## src/rtl/wb_arbiter_2to1_pkg.sv

```systemverilog
// Shared types for the two-master Wishbone B3 frame-buffer arbiter:
// FSM state encoding, bundled request/response records and widths.
package wb_arb;

    typedef enum logic [1:0] {
        IDLE     = 2'd0,
        GRANT_M0 = 2'd1,
        GRANT_M1 = 2'd2
    } ArbState;

    localparam int WD_W  = 16;
    localparam int ADR_W = 32;
    localparam int DAT_W = 32;
    localparam int SEL_W = 4;

    typedef struct packed {
        logic             cyc;
        logic             stb;
        logic             we;
        logic [ADR_W-1:0] adr;
        logic [DAT_W-1:0] dat;
        logic [SEL_W-1:0] sel;
        logic [2:0]       cti;
        logic [1:0]       bte;
    } WbReq;

    typedef struct packed {
        logic ack;
        logic err;
        logic rty;
    } WbRsp;

    // One-hot owner vector: bit 0 is the display master, bit 1 the CPU.
    function automatic logic [1:0] grantOf(input ArbState st);
        logic [1:0] g;
        g = 2'b00;
        case (st)
            GRANT_M0: g = 2'b01;
            GRANT_M1: g = 2'b10;
            default:  g = 2'b00;
        endcase
        return g;
    endfunction

endpackage

```

## src/rtl/wb_arbiter_2to1_watchdog.sv

```systemverilog
// Per-beat stall watchdog: counts cycles a granted strobe waits for a slave
// response and flags the cycle in which the configured limit is reached.
module wb_watchdog
    import wb_arb::*;
(
    input  logic            clk,
    input  logic            rst,
    input  logic            clear,
    input  logic            run,
    input  logic [WD_W-1:0] limit,
    output logic            fire
);

    logic [WD_W-1:0] wd_q;
    logic [WD_W-1:0] wd_d;

    // A response (folded into clear) in the firing cycle always wins.
    assign fire = !rst && run && !clear && (wd_q == limit - WD_W'(1));

    always_comb begin
        wd_d = wd_q;
        if (clear || fire) begin
            wd_d = '0;
        end else if (run) begin
            wd_d = wd_q + WD_W'(1);
        end
    end

    always_ff @(posedge clk) begin
        if (rst) begin
            wd_q <= '0;
        end else begin
            wd_q <= wd_d;
        end
    end

endmodule

```

## src/rtl/wb_arbiter_2to1.sv

```systemverilog
// Two-master Wishbone B3 arbiter: display DMA (m0) has fixed priority over
// the CPU (m1); an owner keeps the bus until it drops cyc.
module wb_arbiter_2to1
    import wb_arb::*;
#(
    parameter int unsigned TIMEOUT = 255
) (
    input  logic             clk,
    input  logic             rst,

    input  logic [ADR_W-1:0] m0_adr_i,
    input  logic [DAT_W-1:0] m0_dat_i,
    input  logic [SEL_W-1:0] m0_sel_i,
    input  logic [2:0]       m0_cti_i,
    input  logic [1:0]       m0_bte_i,
    input  logic             m0_we_i,
    input  logic             m0_cyc_i,
    input  logic             m0_stb_i,
    output logic [DAT_W-1:0] m0_dat_o,
    output logic             m0_ack_o,
    output logic             m0_err_o,
    output logic             m0_rty_o,

    input  logic [ADR_W-1:0] m1_adr_i,
    input  logic [DAT_W-1:0] m1_dat_i,
    input  logic [SEL_W-1:0] m1_sel_i,
    input  logic [2:0]       m1_cti_i,
    input  logic [1:0]       m1_bte_i,
    input  logic             m1_we_i,
    input  logic             m1_cyc_i,
    input  logic             m1_stb_i,
    output logic [DAT_W-1:0] m1_dat_o,
    output logic             m1_ack_o,
    output logic             m1_err_o,
    output logic             m1_rty_o,

    output logic [ADR_W-1:0] s_adr_o,
    output logic [DAT_W-1:0] s_dat_o,
    output logic [SEL_W-1:0] s_sel_o,
    output logic [2:0]       s_cti_o,
    output logic [1:0]       s_bte_o,
    output logic             s_we_o,
    output logic             s_cyc_o,
    output logic             s_stb_o,
    input  logic [DAT_W-1:0] s_dat_i,
    input  logic             s_ack_i,
    input  logic             s_err_i,
    input  logic             s_rty_i,

    output logic [1:0]       grant,
    output logic             timeout_evt
);

    ArbState state_q;

    WbReq m0Req;
    WbReq m1Req;
    WbReq sReq;
    WbRsp sRsp;
    WbRsp m0Rsp;
    WbRsp m1Rsp;

    logic ownStb;
    logic slaveRsp;
    logic wdClear;
    logic wdFire;

    assign m0Req = '{cyc: m0_cyc_i, stb: m0_stb_i, we: m0_we_i, adr: m0_adr_i,
                     dat: m0_dat_i, sel: m0_sel_i, cti: m0_cti_i, bte: m0_bte_i};
    assign m1Req = '{cyc: m1_cyc_i, stb: m1_stb_i, we: m1_we_i, adr: m1_adr_i,
                     dat: m1_dat_i, sel: m1_sel_i, cti: m1_cti_i, bte: m1_bte_i};
    assign sRsp  = '{ack: s_ack_i, err: s_err_i, rty: s_rty_i};

    // No preemption: a release always passes through IDLE before re-arbitrating.
    always_ff @(posedge clk) begin
        if (rst) begin
            state_q <= IDLE;
        end else begin
            case (state_q)
                IDLE: begin
                    if (m0_cyc_i) begin
                        state_q <= GRANT_M0;
                    end else if (m1_cyc_i) begin
                        state_q <= GRANT_M1;
                    end
                end
                GRANT_M0: begin
                    if (!m0_cyc_i) begin
                        state_q <= IDLE;
                    end
                end
                GRANT_M1: begin
                    if (!m1_cyc_i) begin
                        state_q <= IDLE;
                    end
                end
                default: state_q <= IDLE;
            endcase
        end
    end

    always_comb begin
        ownStb = 1'b0;
        case (state_q)
            GRANT_M0: ownStb = m0_stb_i;
            GRANT_M1: ownStb = m1_stb_i;
            default:  ownStb = 1'b0;
        endcase
    end

    assign slaveRsp = s_ack_i || s_err_i || s_rty_i;
    assign wdClear  = (state_q == IDLE) || !ownStb || slaveRsp;

    wb_watchdog u_watchdog (
        .clk   (clk),
        .rst   (rst),
        .clear (wdClear),
        .run   (ownStb),
        .limit (WD_W'(TIMEOUT)),
        .fire  (wdFire)
    );

    // Reset gating keeps the slave port and master responses quiet even in
    // the first reset cycle, before state_q has returned to IDLE.
    always_comb begin
        sReq  = '0;
        m0Rsp = '0;
        m1Rsp = '0;
        case (state_q)
            IDLE: begin
                sReq = '0;
            end
            GRANT_M0: begin
                sReq      = m0Req;
                m0Rsp     = sRsp;
                m0Rsp.err = s_err_i || wdFire;
            end
            GRANT_M1: begin
                sReq      = m1Req;
                m1Rsp     = sRsp;
                m1Rsp.err = s_err_i || wdFire;
            end
            default: begin
                sReq = '0;
            end
        endcase
        if (wdFire) begin
            sReq.stb = 1'b0;
        end
        if (rst) begin
            sReq  = '0;
            m0Rsp = '0;
            m1Rsp = '0;
        end
    end

    assign s_cyc_o = sReq.cyc;
    assign s_stb_o = sReq.stb;
    assign s_we_o  = sReq.we;
    assign s_adr_o = sReq.adr;
    assign s_dat_o = sReq.dat;
    assign s_sel_o = sReq.sel;
    assign s_cti_o = sReq.cti;
    assign s_bte_o = sReq.bte;

    assign m0_ack_o = m0Rsp.ack;
    assign m0_err_o = m0Rsp.err;
    assign m0_rty_o = m0Rsp.rty;
    assign m1_ack_o = m1Rsp.ack;
    assign m1_err_o = m1Rsp.err;
    assign m1_rty_o = m1Rsp.rty;

    assign m0_dat_o = s_dat_i;
    assign m1_dat_o = s_dat_i;

    assign grant       = grantOf(state_q);
    assign timeout_evt = wdFire;

endmodule

```

## config.mk

```make
export PLATFORM = sky130hd
export DESIGN_NAME = wb_arbiter_2to1
export DESIGN_NICKNAME = d
export VERILOG_FILES = /design/src/rtl/wb_arbiter_2to1_pkg.sv /design/src/rtl/wb_arbiter_2to1_watchdog.sv /design/src/rtl/wb_arbiter_2to1.sv
export SDC_FILE = /design/constraint.sdc
export NUM_CORES = 1
export LEC_CHECK = 0
export BUFFER_PORTS_ARGS = -buffer_cell sky130_fd_sc_hd__buf_2
export CORE_AREA = 10 10 124 126
export DETAILED_ROUTE_END_ITERATION = 10
export DIE_AREA = 0 0 134 136
export PLACE_DENSITY = 0.58
export SLEW_MARGIN = 20
export SYNTH_ARGS = -nofsm -noshare
export SYNTH_HDL_FRONTEND = slang
export SYNTH_HIERARCHICAL = 1
export SYNTH_SLANG_ARGS = --single-unit
```

## constraint.sdc

```tcl
create_clock -name clk -period 3.85 [get_ports clk]
set_input_delay 0.77 -clock clk [delete_from_list [all_inputs] [get_ports clk]]
set_output_delay 0.77 -clock clk [all_outputs]
set_load 0.05 [all_outputs]
```

# [Yosys cells after proc, flatten, opt, wreduce, memory -nomap -nowiden]
# Cells that the tools add are included.
[word_totals] register_bits=18 input_bits=189 output_inout_bits=149 word_cells=38
[classes] addsub=1 n_eq_ne=6 mux=14 reduce_logical=15
[ops] op="case mux 76 bit (2 select lines)" count=1
[ops] op="two-way mux 76 bit" count=1
[ops] op="adder 16 x 1 -> 16 bit (second input constant)" count=1
[ops] op="== test 16 x 8 -> 1 bit (second input constant)" count=1
[ops] op="two-way mux 3 bit" count=4
[ops] op="two-way mux 2 bit" count=4
[ops] op="logical OR 1 bit" count=6
[ops] op="case mux 2 bit (3 select lines)" count=1
[ops] op="!= test 2 bit (second input constant)" count=2
[ops] op="case mux 2 bit (2 select lines)" count=1
[ops] op="logical AND 1 bit" count=3
[ops] op="logical NOT 1 bit" count=3
[ops] op="!= test 3 bit (second input constant)" count=1
[ops] op="AND reduction 3 bit" count=1
[ops] op="== test 2 x 1 -> 1 bit (second input constant)" count=1
[ops] op="== test 2 bit (second input constant)" count=1
[ops] op="logical NOT 2 bit" count=1
[ops] op="case mux 1 bit (2 select lines)" count=1
[ops] op="OR reduction 2 bit" count=1
[ops] op="two-way mux 1 bit" count=1

# [Logic depth before layout (Yosys ltp)]
[logic_depth] word_depth=11 mapped_depth=14 depth_no_buf=12

# [Cells and area by module]
# The synthesis kept the hierarchy.
[by_module_without_submodules] mod="wb_arbiter_2to1" instances=1 cells_each=271 area_each_um2=1780.5
[by_module_without_submodules] mod="wb_watchdog" instances=1 cells_each=149 area_each_um2=1239.9

# [Worst setup path after synthesis]
# No wires, ideal clock.
[synth_timing] path_kind="input port to output port" from="input m0_stb_i" to="output m0_err_o" t_arrival_ns=5.691 required_time_ns=3.080 setup_slack_ns=-2.611 stages=10 n_path_buf=0 cell_sequence="a22oi_1 > nor2b_1 > nand2_1 > or3b_2 > a2111oi_2 > nand4_1 > or4b_1 > nor4_1 > nor2_1 > nor3b_1"
[synth_between] elab_chain_cells=10 elab_cells_between_ends=11 cone_classes="mux: 3; reduce/logical: 8"
[synth_rtl] element="start, declared" line="wb_arbiter_2to1.sv:18" text="input logic m0_stb_i,"
[synth_rtl] element="case mux 1 bit (2 select lines)" line="wb_arbiter_2to1.sv:104" text="case (state_q)"
[synth_rtl] element="named net ownStb" line="wb_arbiter_2to1.sv:63" text="logic ownStb;"
[synth_rtl] element="logical NOT 1 bit" line="wb_arbiter_2to1.sv:112" text="assign wdClear = (state_q == IDLE) || !ownStb || slaveRsp;"
[synth_rtl] element="logical OR 1 bit (2 in series)" line="wb_arbiter_2to1.sv:112"
[synth_rtl] element="named net wdClear" line="wb_arbiter_2to1.sv:65" text="logic wdClear;"
[synth_rtl] element="logical NOT 1 bit" line="wb_arbiter_2to1_watchdog.sv:18" text="assign fire = !rst && run && !clear && (wd_q == limit - WD_W'(1));"
[synth_rtl] element="logical AND 1 bit (2 in series)" line="wb_arbiter_2to1_watchdog.sv:18"
[synth_rtl] element="named net timeout_evt" line="wb_arbiter_2to1.sv:51" text="output logic timeout_evt"
[synth_rtl] element="logical OR 1 bit" line="wb_arbiter_2to1.sv:136" text="m0Rsp.err = s_err_i || wdFire;"
[synth_rtl] element="two-way mux 3 bit" line="wb_arbiter_2to1.sv:129" text="case (state_q)"
[synth_rtl] element="two-way mux 3 bit" line="wb_arbiter_2to1.sv:150" text="if (rst) begin"
[synth_rtl] element="end, declared" line="wb_arbiter_2to1.sv:21" text="output logic m0_err_o,"
# The timed path passes the listed nets, and every way through them passes these cells.

# [Worst setup path after layout]
[layout_timing] from="input s_ack_i" to="output m0_err_o"
[layout_between] elab_chain_cells=9
[layout_rtl] element="start, declared" line="wb_arbiter_2to1.sv:46" text="input logic s_ack_i,"
[layout_rtl] element="logical OR 1 bit (2 in series)" line="wb_arbiter_2to1.sv:111" text="assign slaveRsp = s_ack_i || s_err_i || s_rty_i;"
[layout_rtl] element="logical OR 1 bit" line="wb_arbiter_2to1.sv:112"
[layout_rtl] element="named net wdClear" line="wb_arbiter_2to1.sv:65"
[layout_rtl] element="logical NOT 1 bit" line="wb_arbiter_2to1_watchdog.sv:18"
[layout_rtl] element="logical AND 1 bit (2 in series)" line="wb_arbiter_2to1_watchdog.sv:18"
[layout_rtl] element="logical OR 1 bit" line="wb_arbiter_2to1.sv:136"
[layout_rtl] element="two-way mux 3 bit" line="wb_arbiter_2to1.sv:129"
[layout_rtl] element="two-way mux 3 bit" line="wb_arbiter_2to1.sv:150"
# The timed path passes the listed nets, and every way through them passes these cells.

==> impl_metrics.yaml <==
synthesis:
  syn_area_um2: 3020
  synth_top_cells_by_count: "104 x nor2_1, 75 x a22oi_1, 67 x buf_4"
  yosysWarnings: 6
  yosys.area_share.simple_pct: 24.77
  synth_top_area_cell: "a22oi_1"
  synth-xor-area-share_pct: 11.23
  synthAdderAreaFrac_pct: 2.900
  synthCells: 420
  synth_cell_types: 47
  synthTopCellsByArea: "a22oi_1 19%, buf_4 17%, nor2_1 13%"
  synth_mux_area_share_pct: 0.6628
  synth-seq-area-share_pct: 11.93
  synth-edff-count: 0
  synthFlopType: "dfxtp_1"
  yosysMostFrequentCell: "nor2_1"
  syn_area_per_cell_um2: 7.191
  async_flop_share_pct: 0
  ys_ff_latch: 18
  synth_compound_area_share_pct: 24.57
  netlist.area_leader.share_pct: 18.64
  synth_top_family_by_area: "simple AND/OR/NAND/NOR gates"
drt:
  dr.first_iter.drc_count: 240
  routedWlPerCell_um: 18.53
  avgViaCountPerCell: 4.444
  drc: 0
  ant_nets: 0
  dr.pass1.iters: 5
  dr_total_vias: 3675
  routed_wirelength_mm: 15.33
place:
  place_congestion: 0.8338
  portBuffers: 241
  dp_hpwl_mm: 12.87
  dpl_cell_area_um2: 4183
global_routing:
  antenna_found_initial: 1
  gr-usage-met1_pct: 17.62
  grt.total_usage_pct: 14.80
  grt_pass1_vias: 3408
  grtUsageMet3_pct: 5.240
  grt_use_met2_pct: 26.05
  grt_pass1_wl_mm: 21.29
  grt-ovfl-total: 0
  grt_max_degree: 79
  top_usage_layer: "met2"
layout:
  final_core_util_pct: 34.22
  drive_gt1_share_pct: 46.70
  fin_area_um2: 4442
  num_antenna_cells: 0
  area_growth_pct: 47.06
  nets: 849
clock_network:
  htree_levels: 1
  cts.clk_slew.worst_paths_ps: 50
  cts.sinks: 18
  ctsHoldBuffers: 0
  cts_buffer_depth: 2
  clk-insertion-delay-late_ps: 250
  cts_tree: "built"
  cts_root_buf: "clkbuf_16"
  cts-buffers-inserted: 3
min_path:
  holdCritPathClass: "flip-flop to flip-flop"
  min-delay-start: "u_watchdog/wd_q[15]"
floorplan:
  die_h_um: 136
  core_um2: 12980
  ios: 338
  dieWidth_um: 134
  die_area_um2: 18220
  fp-row-count: 42
  initial_core_util_pct: 23.27
timing:
  max_slew_margin_pct: 45.58
  setup_viol: 4
  tns_ps: -396.4
  skew_ps: 1.450
  setup_slack_ps: -162.8
  fmax_mhz: 249.2
  drv_slew: 0
  hold_violations: 0
  post-route-period-util_pct: 104.2
  rsz0062_at_grt: "true"
  worst_pin_slew_ps: 816.4
  timing.hold.ws_ps: 559.7
  timing.final.crit_period_ps: 4013
power_and_ir_drop:
  peakVddDrop_mv: 0.1411
  p_leak_uw: 0.002167
  powerDensity_nw_per_um2: 205.9
critical_path:
  critPathRequiredTime_ps: 3080
  crit_type: "input port to output port"
  crit_start: "s_ack_i"
  r2r-start: "state_q[1]"
  crit_arrival_ps: 3240
  cp-end-kind: "output port"
  startpoint_type: "input port"
  path_max_fanout: 2
status:
  violations: "negative setup slack"
  outcome: "finished, violations left"
flow_run:
  drv_cap: 0
==> area by class of cell <==
| cell class | count | area [um^2] |
|---|---|---|
| inverter | 6 | 22.52 |
| sequential | 18 | 361.6 |
| fill | 1431 | 8538 |
| clock buffer | 3 | 75.07 |
| tap | 176 | 220.2 |
| timing repair buffer | 271 | 1501 |
| multi-input combinational | 353 | 2261 |
==> cell usage in the layout, fill, tap and decap left out, drive strengths merged, types with 3 or more instances in the layout <==
cell,netlist,final
o211ai,3,3
nor3b,3,3
nand2,10,10
clkbuf,2,3
conb,2,52
xor2,18,18
xnor2,18,18
dfxtp,18,18
a22oi,76,76
nand3,7,7
inv,6,6
ha,7,7
and3,6,6
buf,91,271
nor2,104,104
nor3,11,11
nand4,7,7
==> state kept, by name, indices dropped and copies added, names as in the netlist <==
register,flops
u_watchdog/wd_q,16
state_q,2
==> per-layer routing <==
layer	routed length [um]	up-vias
met3	1402	6
met4	25	2
met5	13	-
li1	-	1825
met1	6028	1645
met2	7855	197
==> critical path, stage by stage <==
cell and delay [ps]:
buf_8 100, nor4_4 270, nand2_2 80, or3b_4 380, a2111oi_4 200, nand4_1 180
or4b_4 550, nor4_4 220, nor2_4 100, nor3b_4 230, buf_12 170
==> through the flow <==
| step | cells | worst slack [ps] | total power, uW |
|---|---|---|---|
| floorplan | 470 | -785.7 | 720.1 |
| global placement | 812 | -459.5 | 703.8 |
| CTS | 828 | -139.0 | 922.0 |
| finish | 827 | -162.8 | 914.7 |
| global route | 827 | -266.8 | 967.1 |
| detailed placement | 812 | -463.6 | 701.2 |
==> where the power goes <==
part | switching (uW) | internal, uW | leakage (uW)
combinational | 335 | 185 | 0.00198
clock | 67.2 | 137 | 0.0000370
sequential | 1.50 | 189 | 0.000146
==> logic make-up after synthesis <==
family | count (synthesis)
buffers and inverters | 99
AO/OA/AOI/OAI | 93
AND/OR/NAND/NOR | 162
flip-flops | 18
multiplexers | 2
XOR/XNOR | 37
other | 2
adder cells (fa/ha/maj) | 7
==> repair_timing <==
action                                  in CTS  in global routing
endpoints found under the setup margin       4                 20
resized for setup                           17                  8
buffers inserted                            13                  1
pin swaps                                   10                  2
endpoints found under the hold margin        0                  0
gates cloned                                 0                  1
==> path summary, 6_finish.rpt <==
check,to,slack [ps],depth (start not counted)
hold / removal,u_watchdog/wd_q[15],560,2
hold reg to reg,u_watchdog/wd_q[15],560,2
setup reg to reg,u_watchdog/wd_q[13],100,23
setup / recovery,m0_err_o,-160,11
Note: power is estimated with default switching activity, not from simulation.
